===== src/rtl/inst_fetch_queue_pkg.sv =====
// Shared CPU package for the instruction-fetch path.
// Holds the AXI encoding constants used on the AR channel, the fetch and
// data side AXI IDs, the default reset PC and the per-slot flag record of
// the instruction queue.
package inst_fetch_queue_pkg;

  localparam logic [2:0]  AXI_SIZE_4B    = 3'b010;
  localparam logic [1:0]  AXI_BURST_INCR = 2'b01;
  localparam logic [7:0]  AXI_LEN_1BEAT  = 8'd0;

  localparam int          AXI_FETCH_ID   = 0;
  localparam int          AXI_DATA_ID    = 1;

  localparam logic [31:0] CPU_RESET_PC   = 32'hbfc00000;

  // Per-slot status: filled = instruction word present, adel = address
  // error entry, rerr = bus returned a non-OKAY response.
  typedef struct packed {
    logic filled;
    logic adel;
    logic rerr;
  } slot_flags_t;

endpackage


===== src/rtl/inst_fetch_queue_slot_ram.sv =====
// fetch_slot_ram: QDEPTH-entry storage for the instruction queue.
// Ports:
//   clk, resetn        clock, asynchronous active-low reset
//   flush_i            invalidate every slot (redirect)
//   alloc_*            write pc/flags of a newly allocated slot, clears inst
//   fill_*             write instruction word and rerr, marks slot filled
//   rd_idx_i / rd_*_o  combinational read of one slot (queue head)
module fetch_slot_ram
  import inst_fetch_queue_pkg::*;
#(
  parameter int QDEPTH = 4,
  parameter int IW     = $clog2(QDEPTH)
) (
  input  logic          clk,
  input  logic          resetn,
  input  logic          flush_i,
  input  logic          alloc_en_i,
  input  logic [IW-1:0] alloc_idx_i,
  input  logic [31:0]   alloc_pc_i,
  input  logic          alloc_filled_i,
  input  logic          alloc_adel_i,
  input  logic          fill_en_i,
  input  logic [IW-1:0] fill_idx_i,
  input  logic [31:0]   fill_inst_i,
  input  logic          fill_rerr_i,
  input  logic [IW-1:0] rd_idx_i,
  output logic [31:0]   rd_pc_o,
  output logic [31:0]   rd_inst_o,
  output logic          rd_filled_o,
  output logic          rd_adel_o,
  output logic          rd_rerr_o
);

  logic [31:0] pc_q    [QDEPTH];
  logic [31:0] inst_q  [QDEPTH];
  slot_flags_t flags_q [QDEPTH];

  always_ff @(posedge clk or negedge resetn) begin
    if (!resetn) begin
      for (int i = 0; i < QDEPTH; i++) begin
        pc_q[i]    <= '0;
        inst_q[i]  <= '0;
        flags_q[i] <= '0;
      end
    end else if (flush_i) begin
      for (int i = 0; i < QDEPTH; i++) begin
        flags_q[i].filled <= 1'b0;
      end
    end else begin
      // Allocate and fill never target the same slot: a fill only happens
      // for slots allocated in an earlier cycle.
      if (alloc_en_i) begin
        pc_q[alloc_idx_i]    <= alloc_pc_i;
        inst_q[alloc_idx_i]  <= '0;
        flags_q[alloc_idx_i] <= '{filled: alloc_filled_i, adel: alloc_adel_i, rerr: 1'b0};
      end
      if (fill_en_i) begin
        inst_q[fill_idx_i]         <= fill_inst_i;
        flags_q[fill_idx_i].rerr   <= fill_rerr_i;
        flags_q[fill_idx_i].filled <= 1'b1;
      end
    end
  end

  assign rd_pc_o     = pc_q[rd_idx_i];
  assign rd_inst_o   = inst_q[rd_idx_i];
  assign rd_filled_o = flags_q[rd_idx_i].filled;
  assign rd_adel_o   = flags_q[rd_idx_i].adel;
  assign rd_rerr_o   = flags_q[rd_idx_i].rerr;

endmodule


===== src/rtl/inst_fetch_queue.sv =====
// inst_fetch_queue: sequential-PC AXI instruction fetch with up to
// MAX_OUTSTANDING single-beat reads in flight and an in-order QDEPTH-entry
// instruction queue feeding decode.
// Ports:
//   clk, resetn                      clock, asynchronous active-low reset
//   redirect_valid, redirect_pc      flush queue and restart fetch
//   ar*                              AXI read-address channel (single beat)
//   r*                               AXI read-data channel (rid filtered)
//   if_valid/pc/inst/adel/rerr       queue head towards decode
//   id_allowin                       decode consumes the head
module inst_fetch_queue
  import inst_fetch_queue_pkg::*;
#(
  parameter int          QDEPTH          = 4,
  parameter int          MAX_OUTSTANDING = 2,
  parameter int          ID_W            = 4,
  parameter int          FETCH_ID        = AXI_FETCH_ID,
  parameter logic [31:0] RESET_PC        = CPU_RESET_PC
) (
  input  logic            clk,
  input  logic            resetn,
  input  logic            redirect_valid,
  input  logic [31:0]     redirect_pc,
  output logic            arvalid,
  input  logic            arready,
  output logic [31:0]     araddr,
  output logic [ID_W-1:0] arid,
  output logic [7:0]      arlen,
  output logic [2:0]      arsize,
  output logic [1:0]      arburst,
  input  logic            rvalid,
  output logic            rready,
  input  logic [31:0]     rdata,
  input  logic [ID_W-1:0] rid,
  input  logic [1:0]      rresp,
  input  logic            rlast,
  output logic            if_valid,
  output logic [31:0]     if_pc,
  output logic [31:0]     if_inst,
  output logic            if_adel,
  output logic            if_rerr,
  input  logic            id_allowin
);

  localparam int              IW      = $clog2(QDEPTH);
  localparam int              PW      = IW + 1;
  localparam logic [PW-1:0]   ONE     = PW'(1);
  localparam logic [PW-1:0]   DEPTH_P = PW'(QDEPTH);
  localparam logic [PW:0]     MAXO_P  = (PW+1)'(MAX_OUTSTANDING);

  logic [31:0]   fetch_pc_q, fetch_pc_d;
  logic [31:0]   araddr_q, araddr_d;
  logic          arvalid_q, arvalid_d;
  logic          ar_stale_q, ar_stale_d;
  logic          halted_q, halted_d;
  logic          rready_q;
  logic [PW-1:0] head_q, head_d, fill_q, fill_d, tail_q, tail_d;
  logic [PW-1:0] live_q, live_d, discard_q, discard_d;

  logic          ar_hs, ar_pend, r_hs, deq, push_adel, issue_ok;
  logic [PW-1:0] used_q, used_d, stale_sum;
  logic [PW:0]   inflight_d;
  logic          flush, alloc_en, alloc_filled, alloc_adel, fill_en;
  logic [31:0]   alloc_pc;
  logic          rd_filled, rd_adel, rd_rerr;
  logic [31:0]   rd_pc, rd_inst;
  logic          unused_rlast;

  assign unused_rlast = rlast;

  assign ar_hs   = arvalid_q & arready;
  assign ar_pend = arvalid_q & ~arready;
  assign r_hs    = rvalid & rready_q & (rid == ID_W'(FETCH_ID));
  assign deq     = if_valid & id_allowin;
  assign used_q  = tail_q - head_q;

  // A misaligned PC becomes a single address-error entry once every live
  // fetch has landed, so it stays in program order behind them.
  assign push_adel = ~halted_q && (fetch_pc_q[1:0] != 2'b00) &&
                     (live_q == '0) && (used_q < DEPTH_P);

  always_comb begin
    fetch_pc_d   = fetch_pc_q;
    halted_d     = halted_q;
    head_d       = head_q;
    fill_d       = fill_q;
    tail_d       = tail_q;
    live_d       = live_q;
    discard_d    = discard_q;
    ar_stale_d   = ar_stale_q;
    flush        = 1'b0;
    alloc_en     = 1'b0;
    alloc_filled = 1'b0;
    alloc_adel   = 1'b0;
    alloc_pc     = araddr_q;
    fill_en      = 1'b0;
    // Everything in flight at a redirect, including an AR accepted right
    // now, becomes stale; a beat landing right now retires one of them.
    stale_sum    = discard_q + live_q + {{(PW-1){1'b0}}, ar_hs};

    if (redirect_valid) begin
      flush      = 1'b1;
      head_d     = '0;
      fill_d     = '0;
      tail_d     = '0;
      live_d     = '0;
      discard_d  = (r_hs && stale_sum != '0) ? stale_sum - ONE : stale_sum;
      fetch_pc_d = redirect_pc;
      halted_d   = 1'b0;
      ar_stale_d = ar_pend;
    end else begin
      ar_stale_d = ar_stale_q & ar_pend;
      if (ar_hs) begin
        if (ar_stale_q) begin
          discard_d = discard_d + ONE;
        end else begin
          alloc_en   = 1'b1;
          tail_d     = tail_q + ONE;
          fetch_pc_d = fetch_pc_q + 32'd4;
          live_d     = live_d + ONE;
        end
      end
      if (r_hs) begin
        if (discard_q != '0) begin
          discard_d = discard_d - ONE;
        end else if (live_q != '0) begin
          fill_en = 1'b1;
          fill_d  = fill_q + ONE;
          live_d  = live_d - ONE;
        end
      end
      if (push_adel) begin
        alloc_en     = 1'b1;
        alloc_filled = 1'b1;
        alloc_adel   = 1'b1;
        alloc_pc     = fetch_pc_q;
        tail_d       = tail_q + ONE;
        fill_d       = fill_q + ONE;
        halted_d     = 1'b1;
      end
      if (deq) begin
        head_d = head_q + ONE;
      end
    end
  end

  // arvalid is registered, so issue is decided on next-state occupancy;
  // a pending AR is held with its address regardless of redirects.
  assign used_d     = tail_d - head_d;
  assign inflight_d = {1'b0, live_d} + {1'b0, discard_d};
  assign issue_ok   = (fetch_pc_d[1:0] == 2'b00) && (used_d < DEPTH_P) &&
                      (inflight_d < MAXO_P) && ~halted_d;
  assign arvalid_d  = ar_pend | issue_ok;
  assign araddr_d   = ar_pend ? araddr_q : fetch_pc_d;

  always_ff @(posedge clk or negedge resetn) begin
    if (!resetn) begin
      fetch_pc_q <= RESET_PC;
      araddr_q   <= RESET_PC;
      arvalid_q  <= 1'b0;
      ar_stale_q <= 1'b0;
      halted_q   <= 1'b0;
      rready_q   <= 1'b0;
      head_q     <= '0;
      fill_q     <= '0;
      tail_q     <= '0;
      live_q     <= '0;
      discard_q  <= '0;
    end else begin
      fetch_pc_q <= fetch_pc_d;
      araddr_q   <= araddr_d;
      arvalid_q  <= arvalid_d;
      ar_stale_q <= ar_stale_d;
      halted_q   <= halted_d;
      rready_q   <= 1'b1;
      head_q     <= head_d;
      fill_q     <= fill_d;
      tail_q     <= tail_d;
      live_q     <= live_d;
      discard_q  <= discard_d;
    end
  end

  fetch_slot_ram #(
    .QDEPTH (QDEPTH),
    .IW     (IW)
  ) u_slot_ram (
    .clk            (clk),
    .resetn         (resetn),
    .flush_i        (flush),
    .alloc_en_i     (alloc_en),
    .alloc_idx_i    (tail_q[IW-1:0]),
    .alloc_pc_i     (alloc_pc),
    .alloc_filled_i (alloc_filled),
    .alloc_adel_i   (alloc_adel),
    .fill_en_i      (fill_en),
    .fill_idx_i     (fill_q[IW-1:0]),
    .fill_inst_i    (rdata),
    .fill_rerr_i    (rresp != 2'b00),
    .rd_idx_i       (head_q[IW-1:0]),
    .rd_pc_o        (rd_pc),
    .rd_inst_o      (rd_inst),
    .rd_filled_o    (rd_filled),
    .rd_adel_o      (rd_adel),
    .rd_rerr_o      (rd_rerr)
  );

  assign arvalid  = arvalid_q;
  assign araddr   = araddr_q;
  assign arid     = ID_W'(FETCH_ID);
  assign arlen    = AXI_LEN_1BEAT;
  assign arsize   = AXI_SIZE_4B;
  assign arburst  = AXI_BURST_INCR;
  assign rready   = rready_q;
  assign if_valid = rd_filled & (head_q != tail_q);
  assign if_pc    = rd_pc;
  assign if_inst  = rd_inst;
  assign if_adel  = rd_adel;
  assign if_rerr  = rd_rerr;

endmodule


===== config.mk =====
export PLATFORM = sky130hd
export DESIGN_NAME = inst_fetch_queue
export DESIGN_NICKNAME = d
export VERILOG_FILES = /design/src/rtl/inst_fetch_queue_pkg.sv /design/src/rtl/inst_fetch_queue_slot_ram.sv /design/src/rtl/inst_fetch_queue.sv
export SDC_FILE = /design/constraint.sdc
export NUM_CORES = 1
export LEC_CHECK = 0
export ABC_AREA = 1
export CORE_AREA = 2 2 197 180
export CTS_BUF_LIST = sky130_fd_sc_hd__clkbuf_4
export DETAILED_ROUTE_END_ITERATION = 10
export DIE_AREA = 0 0 199 182
export HOLD_SLACK_MARGIN = 0.08
export PLACE_DENSITY_LB_ADDON = 0.1
export SLEW_MARGIN = 20
export SYNTH_ARGS = -nofsm -noshare
export SYNTH_HDL_FRONTEND = slang
export SYNTH_SLANG_ARGS = --single-unit

===== constraint.sdc =====
create_clock -name clk -period 3 [get_ports clk]
set_input_delay 0.6 -clock clk [delete_from_list [all_inputs] [get_ports clk]]
set_output_delay 0.6 -clock clk [all_outputs]
set_load 0.05 [all_outputs]

# After elaboration in Yosys (flattened, before gate mapping)
# Index checks and enable logic that the tools add are counted.
word_totals:
  rom_bits: 0
  latch_bits: 0
  ff_bits: 351
  input_bits: 77
  ram_bits: 0
  n_memories: 0
op_classes:
  n_bitwise: 17
  order_cmp: 8
  shifts: 0
  addsub: 14
  n_mul: 0
  n_div: 0
  reduce_logical: 21
  eq_ne: 2
  muxes: 78
ops:
  columns: ["cell", "count"]
  rows:
  - ["2-to-1 mux 128 bit", 3]
  - ["2-to-1 mux 32 bit", 11]
  - ["bitwise mux 128 bit", 2]
  - ["bitwise AND 128 bit", 1]
  - ["binary-select mux 32 bit (select 2 bit)", 2]
  - ["demux 32 bit (select 2 bit)", 2]
  - ["inverter 128 bit", 1]
  - ["2-to-1 mux 3 bit", 29]
  - ["bitwise mux 12 bit", 3]
  - ["2-to-1 mux 12 bit", 3]
  - ["adder 32 x 3 -> 32 bit (second input constant)", 1]
  - ["2-to-1 mux 1 bit", 19]
  - ["demux 3 bit (select 2 bit)", 3]
  - ["adder 3 x 1 -> 3 bit (second input constant)", 5]
  - ["nonzero test 3 bit", 5]
  - [">= comparator 3 bit (second input constant)", 3]
  - ["logical AND 1 bit", 9]
  - ["inverter 2 -> 3 bit", 3]
  - ["subtractor 3 x 1 -> 3 bit (second input constant)", 3]
  - ["bitwise AND 1 bit", 7]
  - ["binary-select mux 3 bit (select 2 bit)", 1]
  - ["less-than comparator 3 x 1 -> 1 bit (second input constant)", 2]
  - ["less-than comparator 3 bit (second input constant)", 2]
  - ["subtractor 3 bit", 2]
  - ["other kinds (14)", 18]

# Longest topological paths before layout
# Gate-level depths: netlist of run 1.
depth:
  word_depth: 14
  mapped_depth: 19
  mapped_depth_nobuf: 19

# Cells and area by module
# Synthesis of run 1 repeated with hierarchy kept, for this count alone.
hier_totals:
  cells_unflattened: 2264
  area_unflattened_um2: 17640.7
modules_own_cells:
  columns: ["module", "area_per_inst_um2", "cells_each", "seq_area_each_um2", "instances"]
  rows:
  - ["fetch_slot_ram", 12300.5, 1527, 6706.4, 1]
  - ["inst_fetch_queue", 5340.1, 737, 2074.5, 1]

# Least setup slack after synthesis of run 1
# Ideal clock, no wire load.
synth_path:
  path_type: "reg-to-reg"
  start: "reg arvalid_q, in the netlist arvalid"
  end: "reg arvalid_q, in the netlist arvalid"
  path_stages_with_launch: 19
  required_ns: 2.932
  setup_slack_ns: -0.638
  path_buffers: 0
  arrival_ns: 3.570
  setup_time_ns: 0.068
  period_less_slack_ns: 3.638
  path_cell_list: "dfrtp_1 > nand2_2 > fa_1 > fa_1 > xnor2_1 > xor2_1 > nand2_1 > nand2_1 > inv_1 > nand2_1 > nand3_1 > and2_1 > fa_1 > o21ai_0 > o2111a_1 > nand3_1 > nor2_1 > nand3_1 > nand2_1"
synth_via:
  elab_chain_len: 13
synth_lines:
  columns: ["element", "line", "rtl"]
  rows:
  - ["start, declared", "inst_fetch_queue.sv:53", "logic arvalid_q, arvalid_d;"]
  - ["start signal, assigned", "inst_fetch_queue.sv:172", "arvalid_q <= arvalid_d;"]
  - ["bitwise AND 1 bit", "inst_fetch_queue.sv:71", "assign ar_hs = arvalid_q & arready;"]
  - ["2-to-1 mux 3 bit", "inst_fetch_queue.sv:113", "if (ar_hs) begin"]
  - ["2-to-1 mux 3 bit", "inst_fetch_queue.sv:101", "if (redirect_valid) begin"]
  - ["subtractor 3 x 1 -> 3 bit", "inst_fetch_queue.sv:129", "live_d = live_d - ONE;"]
  - ["2-to-1 mux 3 bit", "inst_fetch_queue.sv:126", "end else if (live_q != '0) begin"]
  - ["2-to-1 mux 3 bit", "inst_fetch_queue.sv:124", "if (discard_q != '0) begin"]
  - ["2-to-1 mux 3 bit", "inst_fetch_queue.sv:123", "if (r_hs) begin"]
  - ["2-to-1 mux 3 bit", "inst_fetch_queue.sv:101", null]
  - ["adder 3 x 3 -> 4 bit", "inst_fetch_queue.sv:150", "assign inflight_d = {1'b0, live_d} + {1'b0, discard_d};"]
  - ["less-than comparator 4 x 2 -> 1 bit", "inst_fetch_queue.sv:152", "(inflight_d < MAXO_P) && ~halted_d;"]
  - ["logical AND 1 bit", "inst_fetch_queue.sv:151", "assign issue_ok = (fetch_pc_d[1:0] == 2'b00) && (used_d < DEPTH_P) &&"]
  - ["logical AND 1 bit", "inst_fetch_queue.sv:152", null]
  - ["bitwise OR 1 bit (*)", "inst_fetch_queue.sv:153", "assign arvalid_d = ar_pend | issue_ok;"]
  - ["via arvalid_d", "inst_fetch_queue.sv:53", null]
# The timed path passes the listed nets; every way through them passes the cells marked *. The select of a mux whose other input is x is not followed.
# A chain may end at the register's enable or synchronous reset.

# Final worst setup path of run 1
# Same ends and word-level chain as after synthesis.

==> metrics.cfg, run 1 <==
[worst_setup_path]
critPathLaunchType=flip-flop
path_max_fanout=3
r2r_cells=17
crit_type=flip-flop to flip-flop
end_kind=flip-flop
reg2reg_slack_ns=-0.20
reg2reg_to=arvalid$_DFF_PN0_
critical_path.startpoint=arvalid$_DFF_PN0_
critical_path_arrival_ns=3.92
worstPathRequired_ns=3.72
r2r-start=arvalid$_DFF_PN0_

[cells_and_area]
fill_cells=3117
area_growth_pct=22.16
seqCellArea_sq_mm=0.008787
fin_cells=3084
utilization=0.6350
multi_input_area_sq_mm=0.008024
final_cell_area_sq_mm=0.02184
nNetsFinal=2647
drive_above_1_share=0.1516

[synthesis]
synth_top_family_by_area=simple AND/OR/NAND/NOR gates
synth-main-ff-cell=dfrtp_1
synthAdderAreaFrac=0.01945
ys_seq_area_frac=0.4910
synth_area_per_cell_sq_um=7.695
synthMuxAreaShare=0.0005598
synth-async-reset-ratio=1.000
synth_cell_type_count=46
yosysWarningCount=0
ys_ff_latch=350
synth_edf_count=0
synth-compound-area-share=0.1472
syn_area_sq_mm=0.01788
synth-simple-area-share=0.2613
synth_xor_area_frac=0.01175
syn_inst=2324

[power]
switchingPower_mw=8.355
intPower_mw=10.91
pwr-share-seq=0.371
switching_share=0.4337
vdd_drop_max_uv=691.7
p_leak_nw=10.95
combPwrFrac=0.414
pwr-share-clk=0.215
p_total_mw=19.26
p_per_area_mw_per_mm2=881.8

[cts]
cts.sinks=350
cts_tree=yes
clockRootBuffer=clkbuf_4
h-tree-depth=3
clk_latency_ns=0.80
cts_inserted_buffers=93
clkTransAtPathRegs_ns=0.07
cts_buffer_depth=3

[route]
routed_wl_um=57380
ant_nets=0
wl_per_cell_um=18.61
drtIter0Drc=1653
drt_pass1_iterations=5
num_vias=17370
viasPerCell=5.633
route.detailed.drc=0

[global_route]
grt_pass1_vias=16730
grtUsageTotal=0.3215
grt_pass1_wl_um=90780
overflow=0
antenna_found_initial=2
grt_max_degree=119

[sta]
finalHoldViolCount=0
hold_slack_ns=0.1707
period_needed_ns=3.200
setup_viol_count_final=1
fin_ws_ns=-0.1996
worst_slew_pin_slew_ns=0.9053
drv_slew=0
slew_headroom=0.3965
fin_skew_ns=0.05721
fmax_mhz=312.5
fin_tns_setup_ns=-0.1996
rsz0062_at_grt=yes
fin_crit_sh=1.067

[floorplan]
dieArea_sq_mm=0.03622
fp.dieW_um=199
row_count=65
die_y_um=182
start_util=0.5198
ios=195
design.core.area_sq_mm=0.03440

[place]
place_congestion=0.8545
place_area_sq_mm=0.02031
hpwl_um=34130
io_buffer_count=176
dp_cells=2902
place_ws_ns=-1.054

[run_status]
status=finished with violations
violations=negative setup slack

[hold_path]
hold-path-cell-count=2
min-delay-start=redirect_valid
min_to=live_q[0]$_DFF_PN0_
hold_path_class=primary input to flip-flop

[flow_run]
cap_violations=0

power groups by stage:
| stage | Clock [mW] | Sequential, mW | Combinational (mW) |
|---|---|---|---|
| 5_1_grt | 4.50 | 7.31 | 8.66 |
| 3_5_place_dp | 0 | 7.17 | 7.73 |
| 4_1_cts | 4.22 | 7.11 | 7.88 |
| 2_1_floorplan | 0 | 7.26 | 4.96 |
| 6_report | 4.14 | 7.15 | 7.98 |
| 3_3_place_gp | 0 | 7.12 | 7.55 |
metal layers:
layer / global-route usage / routed length, um
met3: 0.06166 / 5257
met5: 0 / 0
met1: 0.4618 / 24560
met4: 0.1152 / 1401
met2: 0.4864 / 26160
sequential cells by signal, summed over array words and instances, names as in the netlist:
signal / count
arvalid: 1
ar_stale_q: 1
rready: 1
u_slot_ram.inst_q: 128
halted_q: 1
discard_q: 3
u_slot_ram.flags_q: 12
u_slot_ram.pc_q: 128
head_q: 3
tail_q: 3
araddr: 32
fill_q: 2
fetch_pc_q: 32
live_q: 3
worst max-delay path: stages, from the launching register on:
cell      delay [ns]
dfrtp_2         0.42
nand2_8         0.06
fa_2            0.34
fa_2            0.36
xnor2_2         0.14
xor2_1          0.24
nand2_1         0.13
nand2_2         0.10
inv_2           0.04
nand2_1         0.06
nand3_1         0.07
and2_4          0.16
fa_2            0.53
o2111a_1        0.18
nand3_1         0.08
nor2_1          0.11
nand3_1         0.07
nand2_1         0.05
Yosys cell counts (18+ instances only):
cell type,number,area (sq um)
a21oi_1,152,760.7
buf_2,40,200.2
buf_4,24,180.2
clkbuf_1,94,352.8
dfrtp_1,332,8308
dfstp_2,18,473.0
ha_1,23,287.8
inv_1,111,416.7
nand2_1,661,2481
nand3_1,176,880.8
nor2_1,249,934.7
o21ai_0,243,1216
o22ai_1,68,425.4
xor2_1,20,175.2
what timing repair did:
action,in CTS,in global routing
endpoints found under the hold margin,58,0
buffers inserted,4,4
gates resized for setup,16,12
gates cloned,5,2
endpoints found under the setup margin,40,21
hold buffers,1,0
pin swaps,9,7
final cells by class:
| cell class | count | area share |
|---|---|---|
| Clock buffer | 137 | 0.04708 |
| Antenna cell | 3 | 0.0003437 |
| Timing Repair Buffer | 273 | 0.1293 |
| Tap cell | 469 | 0.02686 |
| Multi-Input combinational cell | 1702 | 0.3673 |
| Sequential cell | 350 | 0.4023 |
| Clock inverter | 26 | 0.004811 |
| Inverter | 124 | 0.02199 |
placed cells by master (no fill, tap or decap), types with 4 or more instances in the layout:
master and count:
clkdlybuf4s50_1 107, o22ai_2 7, clkinv_1 23, o21ai_0 242, o21ai_2 6, xor2_1 20
a21oi_1 152, nor2_4 5, a21boi_0 5, or2_2 10, a21boi_1 4, o22ai_1 61
nor3_1 8, ha_1 23, nor2_2 8, nor2_1 249, nand2_1 659, a31oi_1 8
buf_6 4, nand4_1 6, buf_16 7, inv_1 108, nand3_1 176, clkbuf_4 137
buf_4 128, dfstp_2 18, inv_2 15, buf_12 20, dfrtp_1 329, nand2_2 7
o21ai_1 5, conb_1 18
worst max path at each step:
stage	to	slack [ns]	cells after the start
after detailed placement	arvalid$_DFF_PN0_	-1.05	18
final	arvalid$_DFF_PN0_	-0.20	17
after floorplan	arvalid$_DFF_PN0_	-0.31	17
after global placement	arvalid$_DFF_PN0_	-0.93	18
after global routing	arvalid$_DFF_PN0_	-0.38	17
after CTS	arvalid$_DFF_PN0_	-0.17	17
kinds of logic after synthesis:
logic type,count (synthesis)
and+or+nand+nor,1138
AOI/OAI and AO/OA,495
DFF,350
buffers and inverters,288
adders and majority gates,26
xor gates and xnor gates,24
other,2
muxes,1
No activity file was read; power rests on OpenSTA's default activity.
==> inputs of run 2 (changes only) <==
--- a/config.mk
+++ b/config.mk
@@ -8,6 +8,7 @@
 export ABC_AREA = 1
 export CORE_AREA = 2 2 197 180
 export CTS_BUF_LIST = sky130_fd_sc_hd__clkbuf_4
+export CTS_CLUSTER_SIZE = 14
 export DETAILED_ROUTE_END_ITERATION = 10
 export DIE_AREA = 0 0 199 182
 export HOLD_SLACK_MARGIN = 0.08
==> results of run 2 <==
The final DEF is identical to that of run 1; final timing and power are the same.
